File: src/rtl/if_stage.sv
// Instruction fetch stage: PC, imem handshake, IF/ID register; 1-cycle hit latency, PcStall holds PC and IF/ID.
// Optional IF_ALIGN_CHECK_EN: an odd redirect target raises sticky Err and halts; otherwise bit0 of PC is forced to 0.
module if_stage (
  input  logic        clk,
  input  logic        rst,
  input  logic        PcStall,
  input  logic        Redirect,
  input  logic [15:0] RedirectPc,
  input  logic        Halt,
  input  logic [15:0] ImemRdata,
  input  logic        ImemDone,
  output logic        ImemRd,
  output logic [15:0] ImemAddr,
  output logic [15:0] Instr,
  output logic [15:0] PcPlus2,
  output logic        Valid,
  output logic        Err
);

  localparam logic [15:0] NOP = 16'h0800;

  typedef enum logic [2:0] {S_FETCH, S_WAIT, S_HOLD, S_DRAIN, S_HALTED} state_t;

  state_t      state_q, state_d;
  logic [15:0] pc_q, pc_d;
  logic [15:0] buf_q, buf_d;
  logic [15:0] instr_q, instr_d;
  logic [15:0] pc_plus2_q, pc_plus2_d;
  logic [15:0] addr_q, addr_d;
  logic        valid_q, valid_d;
  logic        err_q, err_d;
  logic        rd_q, rd_d;
  logic        halt_pend_q, halt_pend_d;
  logic [15:0] pc_inc;
  logic [15:0] redir_pc;
  logic        redir_bad;
  logic        outstanding;

  always_comb begin
    pc_inc      = pc_q + 16'd2;
`ifdef IF_ALIGN_CHECK_EN
    redir_pc    = RedirectPc;
    redir_bad   = RedirectPc[0];
`else
    redir_pc    = {RedirectPc[15:1], 1'b0};
    redir_bad   = 1'b0;
`endif
    // A read still in flight must be drained before a new address may be issued.
    outstanding = ((state_q == S_WAIT) || (state_q == S_DRAIN)) && !ImemDone;

    state_d     = state_q;
    pc_d        = pc_q;
    buf_d       = buf_q;
    instr_d     = instr_q;
    pc_plus2_d  = pc_plus2_q;
    valid_d     = valid_q;
    err_d       = err_q;
    halt_pend_d = halt_pend_q;

    if (state_q != S_HALTED) begin
      if (Redirect) begin
        instr_d    = NOP;
        pc_plus2_d = 16'h0000;
        valid_d    = 1'b0;
        buf_d      = 16'h0000;
        if (redir_bad) begin
          err_d       = 1'b1;
          halt_pend_d = 1'b1;
          state_d     = outstanding ? S_DRAIN : S_HALTED;
        end else begin
          pc_d        = redir_pc;
          halt_pend_d = 1'b0;
          state_d     = outstanding ? S_DRAIN : S_FETCH;
        end
      end else if (Halt) begin
        instr_d     = NOP;
        pc_plus2_d  = 16'h0000;
        valid_d     = 1'b0;
        buf_d       = 16'h0000;
        halt_pend_d = 1'b1;
        state_d     = outstanding ? S_DRAIN : S_HALTED;
      end else begin
        case (state_q)
          S_FETCH, S_WAIT: begin
            if (ImemDone) begin
              if (!PcStall) begin
                instr_d    = ImemRdata;
                pc_plus2_d = pc_inc;
                valid_d    = 1'b1;
                pc_d       = pc_inc;
                state_d    = S_FETCH;
              end else begin
                buf_d   = ImemRdata;
                state_d = S_HOLD;
              end
            end else begin
              state_d = S_WAIT;
            end
          end
          S_HOLD: begin
            if (!PcStall) begin
              instr_d    = buf_q;
              pc_plus2_d = pc_inc;
              valid_d    = 1'b1;
              pc_d       = pc_inc;
              state_d    = S_FETCH;
            end
          end
          S_DRAIN: begin
            if (ImemDone) begin
              state_d = halt_pend_q ? S_HALTED : S_FETCH;
            end
          end
          default: ;
        endcase
      end
    end

    rd_d   = (state_d == S_FETCH) || (state_d == S_WAIT) || (state_d == S_DRAIN);
    // While draining, the abandoned read keeps its original address.
    addr_d = (state_d == S_DRAIN) ? addr_q : pc_d;
  end

  always_ff @(posedge clk) begin
    if (rst) begin
      state_q     <= S_FETCH;
      pc_q        <= 16'h0000;
      buf_q       <= 16'h0000;
      instr_q     <= NOP;
      pc_plus2_q  <= 16'h0000;
      valid_q     <= 1'b0;
      err_q       <= 1'b0;
      rd_q        <= 1'b1;
      addr_q      <= 16'h0000;
      halt_pend_q <= 1'b0;
    end else begin
      state_q     <= state_d;
      pc_q        <= pc_d;
      buf_q       <= buf_d;
      instr_q     <= instr_d;
      pc_plus2_q  <= pc_plus2_d;
      valid_q     <= valid_d;
      err_q       <= err_d;
      rd_q        <= rd_d;
      addr_q      <= addr_d;
      halt_pend_q <= halt_pend_d;
    end
  end

  assign ImemRd   = rd_q;
  assign ImemAddr = addr_q;
  assign Instr    = instr_q;
  assign PcPlus2  = pc_plus2_q;
  assign Valid    = valid_q;
  assign Err      = err_q;

endmodule

File: config.mk
export PLATFORM = sky130hd
export DESIGN_NAME = if_stage
export DESIGN_NICKNAME = d
export VERILOG_FILES = /design/src/rtl/if_stage.sv
export SDC_FILE = /design/constraint.sdc
export NUM_CORES = 1
export LEC_CHECK = 0
export ABC_AREA = 1
export CORE_ASPECT_RATIO = 1.5
export CORE_MARGIN = 2
export CORE_UTILIZATION = 51
export CTS_CLUSTER_SIZE = 16
export DETAILED_ROUTE_END_ITERATION = 8
export GPL_TIMING_DRIVEN = 0
export HOLD_SLACK_MARGIN = 0.08
export MAX_ROUTING_LAYER = met4
export PLACE_DENSITY = 0.8
export SLEW_MARGIN = 5
export SYNTH_ARGS = -nofsm -noshare
export SYNTH_HDL_FRONTEND = slang
export SYNTH_SLANG_ARGS = --single-unit
File: constraint.sdc
create_clock -name clk -period 1.7 [get_ports clk]
set_input_delay 0.17 -clock clk [delete_from_list [all_inputs] [get_ports clk]]
set_output_delay 0.17 -clock clk [all_outputs]
set_load 0.1 [all_outputs]
# Word-level counts from Yosys, hierarchy flattened
# Cells that the tools add are included.
# totals
register_bits,86
in_bits,38
wordCells,76
# classes
addsub,1
eq_ne,9
mux,40
reduce_logical,17
# op_table
operator,count
$mux W16,19
$pmux W16 S2,3
$mux W3,8
$add A16 B2 Y16 const B,1
$ne A4 B4 Y1 const B,3
$eq A3 B2 Y1 const B,3
$pmux W3 S3,1
$reduce_bool A3 Y1,3
$eq A3 B1 Y1 const B,2
$logic_not A3 Y1,2
$mux W1,6
$reduce_and A5 Y1,1
$mux W2,2
$reduce_and A4 Y1,1
$reduce_bool A4 Y1,1
$logic_or A1 B1 Y1,3
$ne A3 B3 Y1 const B,1
$reduce_and A3 Y1,1
$pmux W1 S2,1
$reduce_and A2 Y1,1
$reduce_bool A2 Y1,1
$reduce_or A2 Y1,1
$logic_and A1 B1 Y1,1
$logic_not A1 Y1,1

# Longest topological paths before layout
# depth
word_depth,10
ltp_mapped,13

# Worst setup path before layout
# OpenSTA, ideal clock, no wires.
# synth_path
path_type,reg-to-reg
from,register pc_q[1]
to,"register addr_q[11], in the netlist ImemAddr[11]"
arrival_time_ns,1.377
setup_slack_ns,0.205
path_stages_with_launch,11
path_buffers,0
period_less_slack_ns,1.495
path_cell_list,dfxtp_1 ha_1 nand3_1 nor2_2 nand2_1 xor2_1 nand2_1 nand2_1 nor2_1 nor2_1 nor2_1
# synth_via
elab_chain_cells,7
# synth_lines
item,line,source
"start, declared",25,"logic [15:0] pc_q, pc_d;"
"start signal, assigned",138,pc_q <= pc_d;
$add A16 B2 Y16 *,40,pc_inc = pc_q + 16'd2;
$mux W16 *,"86, 101",
$mux W16,85,if (ImemDone) begin
$pmux W16 S2 *,83,case (state_q)
$mux W16 *,75,end else if (Halt) begin
$mux W16 *,61,if (Redirect) begin
$mux W16 *,60,if (state_q != S_HALTED) begin
"end signal, assigned",145,addr_q <= addr_d;
"end, declared",29,"logic [15:0] addr_q, addr_d;"
# Mark *: on every way between the ends. The rest lies on a longest branch, timed or not.
# A chain may end at the register's enable or synchronous reset.

# Worst setup path in the final report
# layout_path
from,register state_q[2]
to,"register addr_q[14], in the netlist ImemAddr[14]"
# layout_via
elab_chain_cells,8
# layout_lines
item,line,source
"start, declared",24,"state_t state_q, state_d;"
"start signal, assigned",137,state_q <= state_d;
branches (longest 8 deep; another with $eq A3 B1 Y1),n/a,
# Several ways; the timed one is not identified.

==> implementation parameters <==
Parameter                              Value

Global routing
  Maximum number of pins on one net before global-route repair    15
  Global routing usage summed across all routing layers    27.8%
  Remaining global-route overflow    0
  Via count of the first global-routing pass    4327
  First-pass GRT wire length    18700 um
  Number of antenna violations at the first check in global routing    0

Floorplan
  Vertical die dimension    114 um
  Core Region    7960 um2
  Number of top-level pins    89
  Starting utilization of the core area    52.0%
  Die area    8870 um2
  X dimension of the die    77.6 um
  Number of placement rows    40

Synth
  Mapped Area    4140 um2
  Synthesized-area fraction occupied by and/or/nand/nor cells    26.7%
  Ranking of synthesized cells by instance count    nand2_1, nor2_1, dfxtp_1
  Synth top area cells    dfxtp_1, nand2_1, nor2_1
  Post-synthesis sequential area ratio    41.6%
  Yosys warns    0
  Mux cell area share after synthesis    0%
  FFs w/ async S/R, synth    0%
  Area share of xor/xnor cells in the synthesized design    1.06%
  Compound-gate portion of the synthesized area    18.2%
  Net count after synthesis    641
  Register bit total from synthesis    86
  Top cell type by total area after synthesis    dfxtp_1
  Number of distinct library cell variants in the gate-level netlist after synthesis    39
  Number of enable flip-flop cells after synthesis    0
  Main combinational cell family by area after synthesis    simple AND/OR/NAND/NOR gates
  Synthesized instance count    602
  Synthesized area per cell    6.88 um2
  Top flip-flop cell by instance count after synthesis    dfxtp_1
  Share of Yosys cell area claimed by the top area cell type    41.6%
  Most frequent cell after synthesis    nand2_1
  Adder and majority gate portion of the synthesized area    0.302%

Timing
  RSZ-0062 raised after global routing    yes
  Final setup viols    0
  Fmax    594 MHz
  Worst setup skew after layout    6.31 ps
  Share of the clock period used by the worst path after layout    99.0%
  Total count of max-transition violations in the final report    0
  Tightest Pin Transition    959 ps
  Clock period minus final worst setup slack    1680 ps
  Final hold violation count    0
  Worst rel slew slack    36.3%

Clock network
  H-tree Lvls    3
  Clock latency on the worst-skew pair    340 ps
  Number of buffers created by CTS    9
  Clock Sinks    86
  Number of buffers added to fix hold violations after cts    0
  Clock transition at the registers of the reported paths    60 ps
  Clk buf depth    2
  TritonCTS clock tree    yes
  CTS root buf    clkbuf_16

Placement
  Number of buffers inserted by port buffering    85
  Dpl cells    792
  DPL Wire Length    8790 um
  Final GP Congestion    0.900

Final layout
  Fillers    669
  Layout cell share with drive strength beyond 1    19.3%
  Post-Layout Cell Count    819
  Synthesis-to-layout area growth    34.0%
  Storage element area    1740 um2
  Number of antenna cells inserted    0
  Footprint of the multi-input gates    2070 um2
  Final layout net count    748
  Post-layout util    69.7%

Drt
  Post-route ant nets    0
  Vias/cell    5.27
  Vias after detailed routing    4317
  Total wirelength of the detailed-routed design    11900 um
  Post-route DRC    0
  Iter 0 DRT Violations    206
  Wirelength per Cell    14.5 um
  Pre-Repair DR Iteration Count    5

Power
  PD cells    997 nW/um2
  Leakage dissipation    2.35 nW
  Worst voltage drop across the vdd grid    624 uV

Worst setup path
  Arrival time at the worst endpoint    1910 ps
  Maximum fanout along the worst path    5
  Setup CP Type    reg2reg
  CP Data Required Time    1930 ps
  Critical path capture point type    flop
  CP Launch Type    flop

Run
  Max Cap Violations    0

Outcome
  Status    finished clean

Worst hold path
  Min-delay worst type    in2reg
## registers in the layout (all words and copies together), names as in the netlist
name,cells
ImemAddr,16
ImemRd,1
Instr,16
PcPlus2,16
Valid,1
buf_q,16
halt_pend_q,1
pc_q,16
state_q,3
## final timing paths
path                   start      endpoint  slack (ps)  cells past startpoint
setup / recovery  state_q[2]  ImemAddr[14]          20                     11
hold reg to reg        Valid         Valid         460                      2
setup reg to reg  state_q[2]  ImemAddr[14]          20                     11
hold / removal      Redirect    state_q[2]         240                      4
## metrics by stage
step | setup TNS, ps | hold WS, ps | cell area, um2 | setup WS [ps] | total power, W
4_1_cts | 0 | 211 | 5480 | 0.701 | 0.00550
2_1_floorplan | 0 | 361 | 4140 | 205 | 0.00311
6_report | 0 | 244 | 5550 | 17.1 | 0.00553
3_5_place_dp | -20220 | 450 | 5120 | -508 | 0.00347
5_1_grt | -527 | 271 | 5550 | -102 | 0.00572
3_3_place_gp | -17050 | 445 | 5120 | -454 | 0.00345
## area by class of cell
class	instances	area share, %
timing repair buffer	96	14.1
clock buffer	12	4.80
clock inverter	4	0.970
buffer	27	3.23
tap	105	2.37
inverter	87	5.93
multi-input combinational	402	37.2
sequential	86	31.4
## critical path, stage by stage (launching register included)
cell	delay, ps
dfxtp_4	380
inv_2	90
nand3_2	110
nor2_2	120
nor2_1	50
nand2_1	100
nand2_2	90
nor2_4	120
nand2_4	90
buf_4	150
o21ai_0	190
nor2_1	70
## what timing repair did
item	CTS	global route
gates resized for setup	99	102
setup buffers	2	9
pin swaps	3	6
setup endpoints to repair	76	104
## layout by cell type (no fill, tap or decap), drive strengths merged, types with 3 or more instances in the layout
cell type,n
a21oi,60
a22oi,4
buf,26
clkbuf,58
clkdlybuf4s15,15
clkdlybuf4s50,33
dfxtp,86
inv,87
nand2,129
nand3,21
nand4,4
nor2,94
nor3,7
o211ai,11
o21a,3
o21ai,36
o22ai,16
or2,3
xor2,4
## report_power, final
part | switching, W | total, W | internal, W
logic | 0.000911 | 0.00126 | 0.000345
registers | 0.0000906 | 0.00221 | 0.00212
clock network | 0.000804 | 0.00206 | 0.00126
total | 0.00180 | 0.00553 | 0.00372
## metal layers
layer / track usage [%] / vias up / routed length, um
met5: - / - / 0
met4: 17.6 / 0 / 666
met3: 5.13 / 54 / 533
met2: 50.1 / 150 / 6290
met1: 27.2 / 1976 / 4410
li1: - / 2137 / -
## logic make-up after synthesis
group / Yosys count
flops: 86
buf+inv: 114
xor+xnor: 5
fa+ha+maj: 1
simple gates: 261
other cells: 1
compound gates: 134
Note: power is estimated with default switching activity, not from simulation.
